`config.mk`:
```
export PLATFORM = sky130hd
export DESIGN_NAME = keypad_lock_ctrl
export DESIGN_NICKNAME = d
export VERILOG_FILES = /design/src/rtl/keypad_lock_ctrl.sv
export SDC_FILE = /design/constraint.sdc
export NUM_CORES = 1
export LEC_CHECK = 0
export BUFFER_PORTS_ARGS = -buffer_cell sky130_fd_sc_hd__buf_2
export CORE_MARGIN = 2
export CORE_UTILIZATION = 63
export CTS_CLUSTER_DIAMETER = 150
export CTS_CLUSTER_SIZE = 12
export DETAILED_ROUTE_END_ITERATION = 12
export PLACE_DENSITY = 0.85
export SLEW_MARGIN = 10
export SYNTH_ARGS = -nofsm -noshare
export SYNTH_HDL_FRONTEND = slang
export SYNTH_SLANG_ARGS = --single-unit
```
`constraint.sdc`:
```
create_clock -name clk -period 7.1 [get_ports clk]
set_input_delay 1.775 -clock clk [delete_from_list [all_inputs] [get_ports clk]]
set_output_delay 1.775 -clock clk [all_outputs]
set_load 0.02 [all_outputs]
```
`src/rtl/keypad_lock_ctrl.sv`:
```
// keypad_lock_ctrl: PIN-entry lock sequencer (ENTRY/CHECK/OPEN/FAIL/LOCKOUT); define KEYPAD_PIN_CHANGE_EN to allow PIN change via '*' in OPEN
module keypad_lock_ctrl #(
  parameter int PIN_LEN = 4,
  parameter logic [4*PIN_LEN-1:0] DEFAULT_PIN = 16'h1234,
  parameter int MAX_FAIL = 3,
  parameter int unsigned OPEN_CYCLES = 150000000,
  parameter int unsigned LOCK_CYCLES = 500000000,
  parameter int unsigned TIMEOUT_CYCLES = 250000000
) (
  input  logic clk,
  input  logic rst,
  input  logic key_valid,
  input  logic [3:0] key_value,
  output logic unlock,
  output logic locked,
  output logic fail_pulse,
  output logic pin_changed,
  output logic [2:0] state,
  output logic [3:0] digit_cnt,
  output logic [4*PIN_LEN-1:0] entry_buf,
  output logic [2:0] fail_cnt
);
  localparam int W = 4 * PIN_LEN;
  localparam logic [31:0] T_OPEN = 32'(OPEN_CYCLES - 1);
  localparam logic [31:0] T_LOCK = 32'(LOCK_CYCLES - 1);
  localparam logic [31:0] T_TO = 32'(TIMEOUT_CYCLES - 1);
  localparam logic [2:0] MAXF = 3'(MAX_FAIL);
  localparam logic [3:0] LEN = 4'(PIN_LEN);
  typedef enum logic [2:0] {IDLE, ENTRY, CHECK, OPEN, FAIL, LOCKOUT, SET} st_t;
  st_t st, st_n;
  logic [31:0] tmr, tmr_n;
  logic [W-1:0] buf_n, pin;
  logic [3:0] cnt_n;
  logic [2:0] fcnt_n, fcnt_inc;
  logic key, dig, star, hash, full, expired;
  assign state = st;
  assign key = key_valid && key_value < 4'd12;
  assign dig = key && key_value < 4'd10;
  assign star = key && key_value == 4'd10;
  assign hash = key && key_value == 4'd11;
  assign full = digit_cnt == LEN;
  assign expired = tmr == '0;
  assign fcnt_inc = fail_cnt == MAXF ? fail_cnt : fail_cnt + 3'd1;
`ifdef KEYPAD_PIN_CHANGE_EN
  logic chg_n;
  always_ff @(posedge clk or negedge rst) begin
    if (!rst) begin
      pin <= DEFAULT_PIN;
      pin_changed <= 1'b0;
    end else begin
      pin <= chg_n ? entry_buf : pin;
      pin_changed <= chg_n;
    end
  end
`else
  assign pin = DEFAULT_PIN;
  assign pin_changed = 1'b0;
`endif
  always_comb begin
    st_n = st;
    buf_n = entry_buf;
    cnt_n = digit_cnt;
    fcnt_n = fail_cnt;
    tmr_n = expired ? tmr : tmr - 32'd1;
`ifdef KEYPAD_PIN_CHANGE_EN
    chg_n = 1'b0;
`endif
    case (st)
      IDLE: if (dig) begin
        st_n = ENTRY;
        buf_n = W'(key_value);
        cnt_n = 4'd1;
      end
      ENTRY, SET: if (expired) begin
        st_n = IDLE;
        buf_n = '0;
        cnt_n = '0;
      end else if (key) begin
        tmr_n = T_TO;
        if (dig && !full) begin
          buf_n = (entry_buf << 4) | W'(key_value);
          cnt_n = digit_cnt + 4'd1;
        end else if (star && digit_cnt != '0) begin
          buf_n = entry_buf >> 4;
          cnt_n = digit_cnt - 4'd1;
        end else if (star) st_n = IDLE;
        else if (hash && full && st == ENTRY) st_n = CHECK;
        else if (hash) begin
          st_n = st == ENTRY ? FAIL : IDLE;
          buf_n = '0;
          cnt_n = '0;
`ifdef KEYPAD_PIN_CHANGE_EN
          chg_n = full;
`endif
        end
      end
      CHECK: begin
        st_n = entry_buf == pin ? OPEN : FAIL;
        fcnt_n = entry_buf == pin ? '0 : fail_cnt;
        buf_n = '0;
        cnt_n = '0;
      end
      OPEN: if (expired || hash) st_n = IDLE;
`ifdef KEYPAD_PIN_CHANGE_EN
      else if (star) st_n = SET;
`endif
      FAIL: begin
        fcnt_n = fcnt_inc;
        st_n = fcnt_inc == MAXF ? LOCKOUT : IDLE;
      end
      LOCKOUT: if (expired) begin
        st_n = IDLE;
        fcnt_n = '0;
      end
      default: st_n = IDLE;
    endcase
    // every state change reloads the shared timer for the state being entered
    if (st_n != st) tmr_n = st_n == OPEN ? T_OPEN : st_n == LOCKOUT ? T_LOCK : (st_n == ENTRY || st_n == SET) ? T_TO : '0;
  end
  always_ff @(posedge clk or negedge rst) begin
    if (!rst) begin
      st <= IDLE;
      tmr <= '0;
      entry_buf <= '0;
      digit_cnt <= '0;
      fail_cnt <= '0;
      unlock <= 1'b0;
      locked <= 1'b0;
      fail_pulse <= 1'b0;
    end else begin
      st <= st_n;
      tmr <= tmr_n;
      entry_buf <= buf_n;
      digit_cnt <= cnt_n;
      fail_cnt <= fcnt_n;
      unlock <= st_n == OPEN;
      locked <= st_n == LOCKOUT;
      fail_pulse <= st_n == FAIL;
    end
  end
endmodule

```
==> results.cfg, run 1 <==
[sta]
slew_violations = 0
hold_violations = 0
rsz0062_at_grt = false
tns_ns = 0
slew_headroom_pct = 34.97
post-route-period-util_pct = 57.77
finalCriticalPeriod_ns = 4.102
fmax_mhz = 243.8
hold-worst-slack_ns = 0.5341
max_slew.worst_pin.slew_ns = 0.9680
clock_skew_ns = 0.01044
setup_viol = 0

[grt]
top_usage_layer = met2
grt_pass1_vias = 3027
grt_pass1_wl_um = 14700
grt.overflow.total = 0
met3_usage_pct = 8.851
grtUsageTotal_pct = 30.62
met2_usage_pct = 49.23
antenna_found_initial = 0
grt.met1_usage_pct = 39.18
grt_max_degree = 62

[finish]
stdcell_count = 496
fin_nets = 430
drive_gt1_share_pct = 14.39
regArea_um2 = 1526
final_cell_mix = 61 x dfrtp_1, 43 x nor2_1, 35 x buf_2
final_common_cell = dfrtp_1
nFillCells = 422
diodes = 0
multi_input_area_um2 = 1833
areaGrowthSynthToFinish_pct = 11.12

[routing]
drtPass1Iterations = 7
via_count = 3219
vias_per_cell = 6.490
wl_per_cell_um = 17.79
drc = 0
wirelength_um = 8826
drt_iter0_drc = 232
ant_nets = 0

[floorplanning]
ios = 37
start_util_pct = 64.57
die_h_um = 78.67
dieArea_um2 = 6188
die_x_um = 78.67
core_area_um2 = 5439
num_rows = 27

[synthesis]
synth-seq-area-share_pct = 43.46
syn-num-nets = 401
synthAdderAreaFrac_pct = 1.425
synth_compound_area_share_pct = 18.10
synth_top_family_by_area = simple AND/OR/NAND/NOR gates
synth_xor_xnor_area_share_pct = 7.481
synthCells = 390
async_flop_share_pct = 100.0
synth_edf_count = 0
synth-simple-area-share_pct = 24.76
syn_avg_cell_area_um2 = 9.005
synthMuxAreaShare_pct = 0.3206
ys_ff_latch = 61
synth_area_um2 = 3512
yosysWarningCount = 0
yosysUniqueCellTypes = 58
synth-main-ff-cell = dfrtp_1

[clock_network]
cts_tree = built
cts_hold_buf = 0
cts_sinks = 61
cts_resized = 0
cts_buffers = 9
clock_path_buffers = 2
clock_latency_ns = 0.36
clkTransAtPathRegs_ns = 0.07
post_cts_buffers = 0
cts_root_buffer = clkbuf_8
cts_htree_levels = 3

[power_and_ir_drop]
p_per_area_nw_per_um2 = 448.2
vdd_ir_drop_max_v = 0.0002706
leakagePower_nw = 1.783

[place]
io_buffers = 35
dp_hpwl_um = 5889
dp_cells = 480
gp_congestion = 0.9305

[worst_hold_path]
worstHoldPathType = reg -> reg

[critical_path]
cp_data_arrival_time_ns = 4.35
start_kind = flop
worst-setup-path-type = reg -> reg
critPathMaxFanout = 25
cp-end-kind = flop
required_ns = 7.34

[run_status]
outcome = finished clean

[flow_run]
drv_cap = 0
-- cells by family after synthesis --
| group | Yosys count |
|---|---|
| and+or+nand+nor | 162 |
| AOI/OAI and AO/OA | 94 |
| DFF | 61 |
| buffers and inverters | 37 |
| xor gates and xnor gates | 30 |
| adders and majority gates | 4 |
| other | 1 |
| muxes | 1 |
-- area by class of cell --
type,count,share of cell area [%]
Multi-Input combinational cell,292,46.97
Sequential cell,61,39.12
Timing Repair Buffer,38,5.066
Clock buffer,11,3.623
Tap cell,72,2.308
Inverter,17,1.635
Clock inverter,5,1.282
-- final timing paths --
path                                          startpoint                   endpoint  slack (ns)  cells past startpoint
worst min register to register  entry_buf[2]$_DFFE_PN0P_   entry_buf[2]$_DFFE_PN0P_        0.53                      2
min in group asynchronous                            rst          tmr[30]$_DFF_PN0_        1.57                      2
worst max register to register                      flop          tmr[18]$_DFF_PN0_        3.00                      9
worst max-delay path                                flop          tmr[18]$_DFF_PN0_        3.00                      9
worst min-delay path            entry_buf[2]$_DFFE_PN0P_   entry_buf[2]$_DFFE_PN0P_        0.53                      2
max in group asynchronous                            rst  entry_buf[12]$_DFFE_PN0P_        5.01                      2
-- flip-flops by register name, indices dropped and copies added (netlist names), named ones only --
register    flops
digit_cnt       4
entry_buf      16
fail_cnt        3
fail_pulse      1
locked          1
state           3
tmr            31
unlock          1
-- cells in the mapped netlist, types with 9 or more instances --
cell	instances	area (µm²)
nand4_1	10	62.56
nand3_1	11	55.05
a21oi_1	10	50.05
nor2b_1	9	56.30
dfrtp_1	61	1526
xor2_1	9	78.83
inv_1	17	63.81
xnor2_1	21	183.9
nand2_1	27	101.4
clkbuf_1	16	60.06
nor4_1	10	62.56
nor3_1	14	70.07
nor2_1	43	161.4
o21ai_0	31	155.2
-- critical path: stages, from the launching register on --
cell     delay [ns]
dfrtp_1        0.40
inv_1          0.09
ha_1           0.17
nor2b_1        0.44
nand4_1        0.23
or3_1          0.78
and4_1         0.61
nor2_1         0.20
or4b_1         0.77
o21a_1         0.29
-- per-layer routing --
| metal | vias to the layer above | share of wire (%) | routed length (µm) |
|---|---|---|---|
| met3 | 32 | 6.4 | 562 |
| met2 | 147 | 48 | 4266 |
| met5 | - | 0 | 0 |
| li1 | 1475 | - | - |
| met1 | 1565 | 42 | 3727 |
| met4 | 0 | 3.0 | 269 |
-- through the flow --
stage	cell area (µm²)	util (%)	setup slack [ns]	power, mW
2_1_floorplan	3512	-	3.305	1.216
3_3_place_gp	3711	68.23	2.874	1.387
3_5_place_dp	3711	68.23	2.752	1.423
4_1_cts	3902	71.75	3.096	1.739
5_1_grt	3902	71.75	2.800	1.875
6_report	3902	71.75	2.998	1.749
-- where the power goes --
part           total (mW)  internal, mW  switching [mW]
logic               0.807         0.307           0.501
clock network       0.308         0.169           0.139
registers           0.634         0.474           0.160
total                1.75         0.950           0.799
Note: power is estimated with default switching activity, not from simulation.
==> run 2, diff against run 1 <==
--- a/config.mk
+++ b/config.mk
@@ -7,11 +7,11 @@
 export LEC_CHECK = 0
 export BUFFER_PORTS_ARGS = -buffer_cell sky130_fd_sc_hd__buf_2
 export CORE_MARGIN = 2
-export CORE_UTILIZATION = 63
+export CORE_UTILIZATION = 53
 export CTS_CLUSTER_DIAMETER = 150
 export CTS_CLUSTER_SIZE = 12
 export DETAILED_ROUTE_END_ITERATION = 12
-export PLACE_DENSITY = 0.85
+export PLACE_DENSITY = 0.76
 export SLEW_MARGIN = 10
 export SYNTH_ARGS = -nofsm -noshare
 export SYNTH_HDL_FRONTEND = slang
==> constraint.sdc (replaced) <==
create_clock -name clk -period 3.6 [get_ports clk]
set_input_delay 0.9 -clock clk [delete_from_list [all_inputs] [get_ports clk]]
set_output_delay 0.9 -clock clk [all_outputs]
set_load 0.02 [all_outputs]
==> run 2 against run 1 <==
Effect of this change:
- hold slack improved by 0.024 ns
- cell count grew 1.8%
- register-to-register slack lost 2.7 ns
- setup slack lost 2.7 ns
- die area increased by 18%
- global-route usage down 5.5 points
- sequential cell count unchanged
- maximum frequency grew 23%
- clock skew is 0.0045 ns lower
- design area up 0.93%
- first-iteration DRC count increased by 37%
- critical path depth down 1
- critical endpoint unchanged
==> results.cfg, run 2 (synthesized netlist as in run 1, its figures left out) <==
[run_status]
outcome = finished clean

[place]
place_area_um2 = 3762
dp_cells = 491
io_buffers = 35
dp_hpwl_um = 5973
gp_congestion = 0.9311

[critical_path]
crit_path_top_delay_cell = or4b_1
max_stage_delay_ns = 0.73
start_kind = flop
crit_chain = or4_4, nand2b_4, or3_1, buf_4, and4_1, nor2_1, or4b_1, o21a_1
critPathMaxFanout = 24
cp-end-kind = flop
worst-setup-path-type = reg -> reg
cp_data_arrival_time_ns = 3.57
required_ns = 3.83
r2r_setup_slack_ns = 0.26

[grt]
grt.overflow.total = 0
grt_max_degree = 62
grt_pass1_vias = 2973
grtUsageTotal_pct = 25.09
grt_pass1_wl_um = 14510
antenna_found_initial = 0

[worst_hold_path]
worstHoldPathType = reg -> reg

[routing]
via_count = 3129
drt_iter0_drc = 317
ant_nets = 0
drc = 0
drtPass1Iterations = 7
vias_per_cell = 6.196
wl_per_cell_um = 17.27
wirelength_um = 8720

[clock_network]
cts_tree = built
cts_sinks = 61
post_cts_buffers = 0
cts_buffers = 9
clock_path_buffers = 2
cts_resized = 0
cts_hold_buf = 0
cts_root_buffer = clkbuf_8
clkTransAtPathRegs_ns = 0.07
cts_htree_levels = 3
clock_latency_ns = 0.34

[finish]
drive_gt1_share_pct = 15.65
areaGrowthSynthToFinish_pct = 12.15
design_area_um2 = 3939
diodes = 0
final_common_cell = dfrtp_1
regMostFlops = tmr
reg_top3 = tmr: 31 flops, entry_buf: 16 flops, digit_cnt: 4 flops
fin_util_pct = 61.68
nFillCells = 559
stdcell_count = 505
final_cell_mix = 61 x dfrtp_1, 43 x nor2_1, 35 x buf_2
fin_nets = 436
largest_reg_flops = 31

[floorplanning]
die_h_um = 85.41
ios = 37
start_util_pct = 55.00
die_x_um = 85.41
num_rows = 29
dieArea_um2 = 7294
core_area_um2 = 6386

[sta]
finalCriticalPeriod_ns = 3.341
setup_viol = 0
hold_violations = 0
clock_skew_ns = 0.005915
max_slew.worst_pin.slew_ns = 0.7878
slew_headroom_pct = 47.29
fmax_mhz = 299.3
tns_ns = 0
rsz0062_at_grt = false
post-route-period-util_pct = 92.80
slew_violations = 0

[power_and_ir_drop]
power_mw = 3.403
p_per_area_nw_per_um2 = 863.9
vdd_ir_drop_max_v = 0.0005420
leakagePower_nw = 1.802
p_seq_share_pct = 36.5
combinationalPowerShare_pct = 47.8
p_sw_share_pct = 45.71
p_clk_share_pct = 15.7
internal-power_mw = 1.847
switchingPower_mw = 1.556

[flow_run]
drv_cap = 0
[run 2: cell count changes in the layout (fill, tap and decap cells not counted), sizes merged]
cell / delta
buf: +6
clkinv: -2
bufinv: -1
clkbuf: +1
[run 2: layer usage]
| layer | part of all wire, % | wire length (µm) | up-vias | global-route usage [%] |
|---|---|---|---|---|
| met5 | 0 | 0 | - | 0 |
| met4 | 1.9 | 170 | 0 | 9.091 |
| met3 | 4.8 | 418 | 18 | 4.961 |
| met2 | 48 | 4211 | 107 | 40.20 |
| met1 | 45 | 3920 | 1519 | 33.94 |
| li1 | - | - | 1485 | - |
[run 2: area by class of cell]
cell class | instances | area [µm²] | share of cell area [%]
clock buffers | 12 | 155.1 | 3.939
clock inverters | 2 | 10.01 | 0.2541
inverters | 17 | 63.81 | 1.620
multi-input cells | 292 | 1844 | 46.82
flip-flops and latches | 61 | 1526 | 38.75
well taps | 77 | 96.34 | 2.446
repair buffers | 44 | 242.7 | 6.163
[run 2: path summary, 6_finish.rpt]
check / from / endpoint / cells after the start
min in group asynchronous: rst / tmr[15]$_DFF_PN0_ / 2
worst max register to register: tmr[15]$_DFF_PN0_ / tmr[18]$_DFF_PN0_ / 8
max in group asynchronous: rst / entry_buf[3]$_DFFE_PN0P_ / 2
worst min register to register: entry_buf[2]$_DFFE_PN0P_ / entry_buf[2]$_DFFE_PN0P_ / 2
worst min-delay path: entry_buf[2]$_DFFE_PN0P_ / entry_buf[2]$_DFFE_PN0P_ / 2
worst max-delay path: tmr[15]$_DFF_PN0_ / tmr[18]$_DFF_PN0_ / 8
[run 2: power by group through the flow]
stage	clock [mW]	combinational, mW	sequential, mW
floorplan	0	1.11	1.29
global placement	0	1.57	1.23
detailed placement	0	1.61	1.24
CTS	0.545	1.62	1.23
global route	0.575	1.80	1.28
finish	0.535	1.63	1.24
[run 2: worst max-delay path: cells and delay by family, from the launching register on]
| kind | cells | cell delay, ns |
|---|---|---|
| simple gates | 6 | 2.26 |
| flops | 1 | 0.43 |
| compound gates | 1 | 0.28 |
| buf+inv | 1 | 0.24 |
[run 2: through the flow]
stage               worst slack, ns  hold slack [ns]
global route                0.08882           0.5777
detailed placement           0.2103           0.5327
global placement             0.2389           0.5288
floorplan                    0.5698           0.5116
finish                       0.2591           0.5583
CTS                          0.2557           0.5591
==> run 3, diff against run 2 <==
--- a/config.mk
+++ b/config.mk
@@ -5,13 +5,14 @@
 export SDC_FILE = /design/constraint.sdc
 export NUM_CORES = 1
 export LEC_CHECK = 0
+export ABC_AREA = 1
 export BUFFER_PORTS_ARGS = -buffer_cell sky130_fd_sc_hd__buf_2
 export CORE_MARGIN = 2
-export CORE_UTILIZATION = 53
+export CORE_UTILIZATION = 50
 export CTS_CLUSTER_DIAMETER = 150
 export CTS_CLUSTER_SIZE = 12
 export DETAILED_ROUTE_END_ITERATION = 12
-export PLACE_DENSITY = 0.76
+export PLACE_DENSITY = 0.71
 export SLEW_MARGIN = 10
 export SYNTH_ARGS = -nofsm -noshare
 export SYNTH_HDL_FRONTEND = slang
==> constraint.sdc (replaced) <==
create_clock -name clk -period 3.6 [get_ports clk]
set_input_delay 0.36 -clock clk [delete_from_list [all_inputs] [get_ports clk]]
set_output_delay 0.36 -clock clk [all_outputs]
set_load 0.02 [all_outputs]
==> run 3 against run 2 <==
Effect of this change:
- maximum frequency up 17%
- non-clock buffer count is 3 lower
- design area increased by 21%
- highest routed layer unchanged
- synthesized cell count grew 56%
- hold slack got worse by 0.48 ns
- core utilization is 4.0 points lower
- clock power is 30% higher
- sequential share of layout area fell by 6.7 points
- power increased by 36%
- largest cell class unchanged
- global-route usage rose by 1.0 points
==> results.cfg, run 3 <==
[run_status]
outcome = finished clean

[grt]
antenna_found_initial = 0
grtUsageTotal_pct = 26.11
grt.overflow.total = 0
grt_pass1_vias = 4071
grt_max_degree = 35
grt_pass1_wl_um = 19890

[clock_network]
cts_root_buffer = clkbuf_8
cts_buffers = 9
cts_resized = 0
post_cts_buffers = 0
cts_hold_buf = 0
cts_htree_levels = 3
cts_sinks = 61
clock_latency_ns = 0.35
clkTransAtPathRegs_ns = 0.07
cts_tree = built
clock_path_buffers = 2

[place]
gp_congestion = 0.9365
place_area_um2 = 4534
dp_hpwl_um = 8997
io_buffers = 35

[floorplanning]
start_util_pct = 52.02
num_rows = 33
dieArea_um2 = 9348
ios = 37
core_area_um2 = 8258
die_h_um = 96.69
die_x_um = 96.69

[critical_path]
cp_data_arrival_time_ns = 3.08
r2r_setup_slack_ns = 0.76
r2r-end = tmr[26]$_DFF_PN0_
required_ns = 3.83
cp-end-kind = flop
worst-setup-path-type = reg -> reg
reg2reg_depth = 14
start_kind = flop
critPathMaxFanout = 34

[power_and_ir_drop]
vdd_ir_drop_max_v = 0.0004866
p_per_area_nw_per_um2 = 969.9
power_mw = 4.616
leakagePower_nw = 2.455

[synthesis]
syn_avg_cell_area_um2 = 7.042
synthCells = 610
synth-seq-area-share_pct = 35.54
ys_ff_latch = 61
netlist.area_leader.share_pct = 35.54
synth_edf_count = 0
syn-num-nets = 621
yosysTopAreaCell = dfrtp_1
synth-main-ff-cell = dfrtp_1
yosysMostFrequentCell = nand2_1
synth_area_leaders = dfrtp_1 36%, nand2_1 15%, nand3_1 7.5%, nor2_1 6.6%, inv_1 5.0%
yosysWarningCount = 0
yosysUniqueCellTypes = 38
synth_area_um2 = 4295
synth_common_cells = 167 x nand2_1, 76 x nor2_1, 64 x nand3_1, 61 x dfrtp_1, 57 x inv_1
async_flop_share_pct = 100.0

[sta]
finalCriticalPeriod_ns = 2.845
post-route-period-util_pct = 79.03
clock_skew_ns = 0.005422
slew_headroom_pct = 49.49
tns_ns = 0
rsz0062_at_grt = false
slew_violations = 0
hold-worst-slack_ns = 0.07779
fmax_mhz = 351.5
hold_violations = 0
max_slew.worst_pin.slew_ns = 0.7577
setup_viol = 0

[worst_hold_path]
worstHoldPathType = in -> async

[finish]
regMostFlops = tmr
drive_gt1_share_pct = 15.90
diodes = 0
fin_nets = 654
multi_input_area_um2 = 2427
nFillCells = 813
largest_reg_flops = 31
design_area_um2 = 4760
regArea_um2 = 1526
areaGrowthSynthToFinish_pct = 10.81
reg_top3 = tmr: 31 flops, entry_buf: 16 flops, digit_cnt: 4 flops
final_common_cell = nand2_1
final_cell_mix = 167 x nand2_1, 76 x nor2_1, 64 x nand3_1

[routing]
drc = 0
drt_iter0_drc = 358
ant_nets = 0
wirelength_um = 11960
drtPass1Iterations = 5
via_count = 4292
vias_per_cell = 5.700
wl_per_cell_um = 15.88

[flow_run]
drv_cap = 0
[run 3: cell count changes after synthesis, moves of 8 or more]
cell / previous run / this run
a222oi_1: 8 / 0
clkbuf_1: 16 / 8
inv_1: 17 / 57
nand2_1: 27 / 167
nand3_1: 11 / 64
nand3_2: 0 / 16
nor2_1: 43 / 76
nor2_2: 0 / 8
nor2b_1: 9 / 0
nor3_1: 14 / 2
nor4_1: 10 / 1
o211ai_1: 2 / 11
xnor2_1: 21 / 9
[run 3: kinds of logic after synthesis]
logic type | Yosys count | synth area share, %
AO/OA/AOI/OAI | 80 | 11.45
XOR/XNOR | 16 | 3.263
flip-flops | 61 | 35.54
adder cells (fa/ha/maj) | 4 | 1.165
AND/OR/NAND/NOR | 368 | 40.55
buffers and inverters | 80 | 7.952
other | 1 | 0.08730
[run 3: worst max-delay path by stage]
stage	start	endpoint	slack (ns)
2_1_floorplan	flop	tmr[22]$_DFF_PN0_	1.41
3_3_place_gp	flop	tmr[13]$_DFF_PN0_	0.91
3_5_place_dp	flop	tmr[26]$_DFF_PN0_	0.81
4_1_cts	flop	tmr[26]$_DFF_PN0_	0.79
5_1_grt	flop	tmr[26]$_DFF_PN0_	0.54
6_report	flop	tmr[26]$_DFF_PN0_	0.76
[run 3: final cells by class]
cell class                 instances  share of cell area, %
multi-input combinational        469                  51.00
sequential                        61                  32.07
inverter                          61                  4.811
timing repair buffer              41                  4.627
clock buffer                      12                  3.260
tap                              105                  2.760
clock inverter                     4                  1.472
[run 3: worst max-delay path, cell delays in order (launching register included)]
cell and delay [ns]:
dfrtp_1 0.42, inv_1 0.15, ha_1 0.31, nand2_2 0.16
nor2_8 0.18, nand2_4 0.08, nor2_8 0.19, inv_2 0.25
nand3_2 0.18, nand4_1 0.09, nand2_1 0.07, buf_4 0.35
nand2_4 0.10, nand2_1 0.11, nand2_1 0.06
[run 3: per-stage QoR]
step / instances / util (%) / worst slack (ns)
after floorplan: 610 / - / 1.410
after global placement: 737 / 54.91 / 0.9129
after detailed placement: 737 / 54.91 / 0.8061
after CTS: 753 / 57.64 / 0.7855
after global routing: 753 / 57.64 / 0.5398
final: 753 / 57.64 / 0.7550
[run 3: per-layer routing]
metal,wire (µm),global-route usage [%],part of all wire [%]
met2,5799,43.06,48
met1,5053,34.20,42
met3,880,5.636,7.4
met4,224,8.776,1.9
met5,0,0,0
[run 3: where the power goes]
group	internal [mW]	switching, mW	leakage, nW	total [mW]
clock network	0.425	0.268	0.116	0.694
logic	0.813	1.88	1.53	2.69
registers	0.936	0.298	0.806	1.23
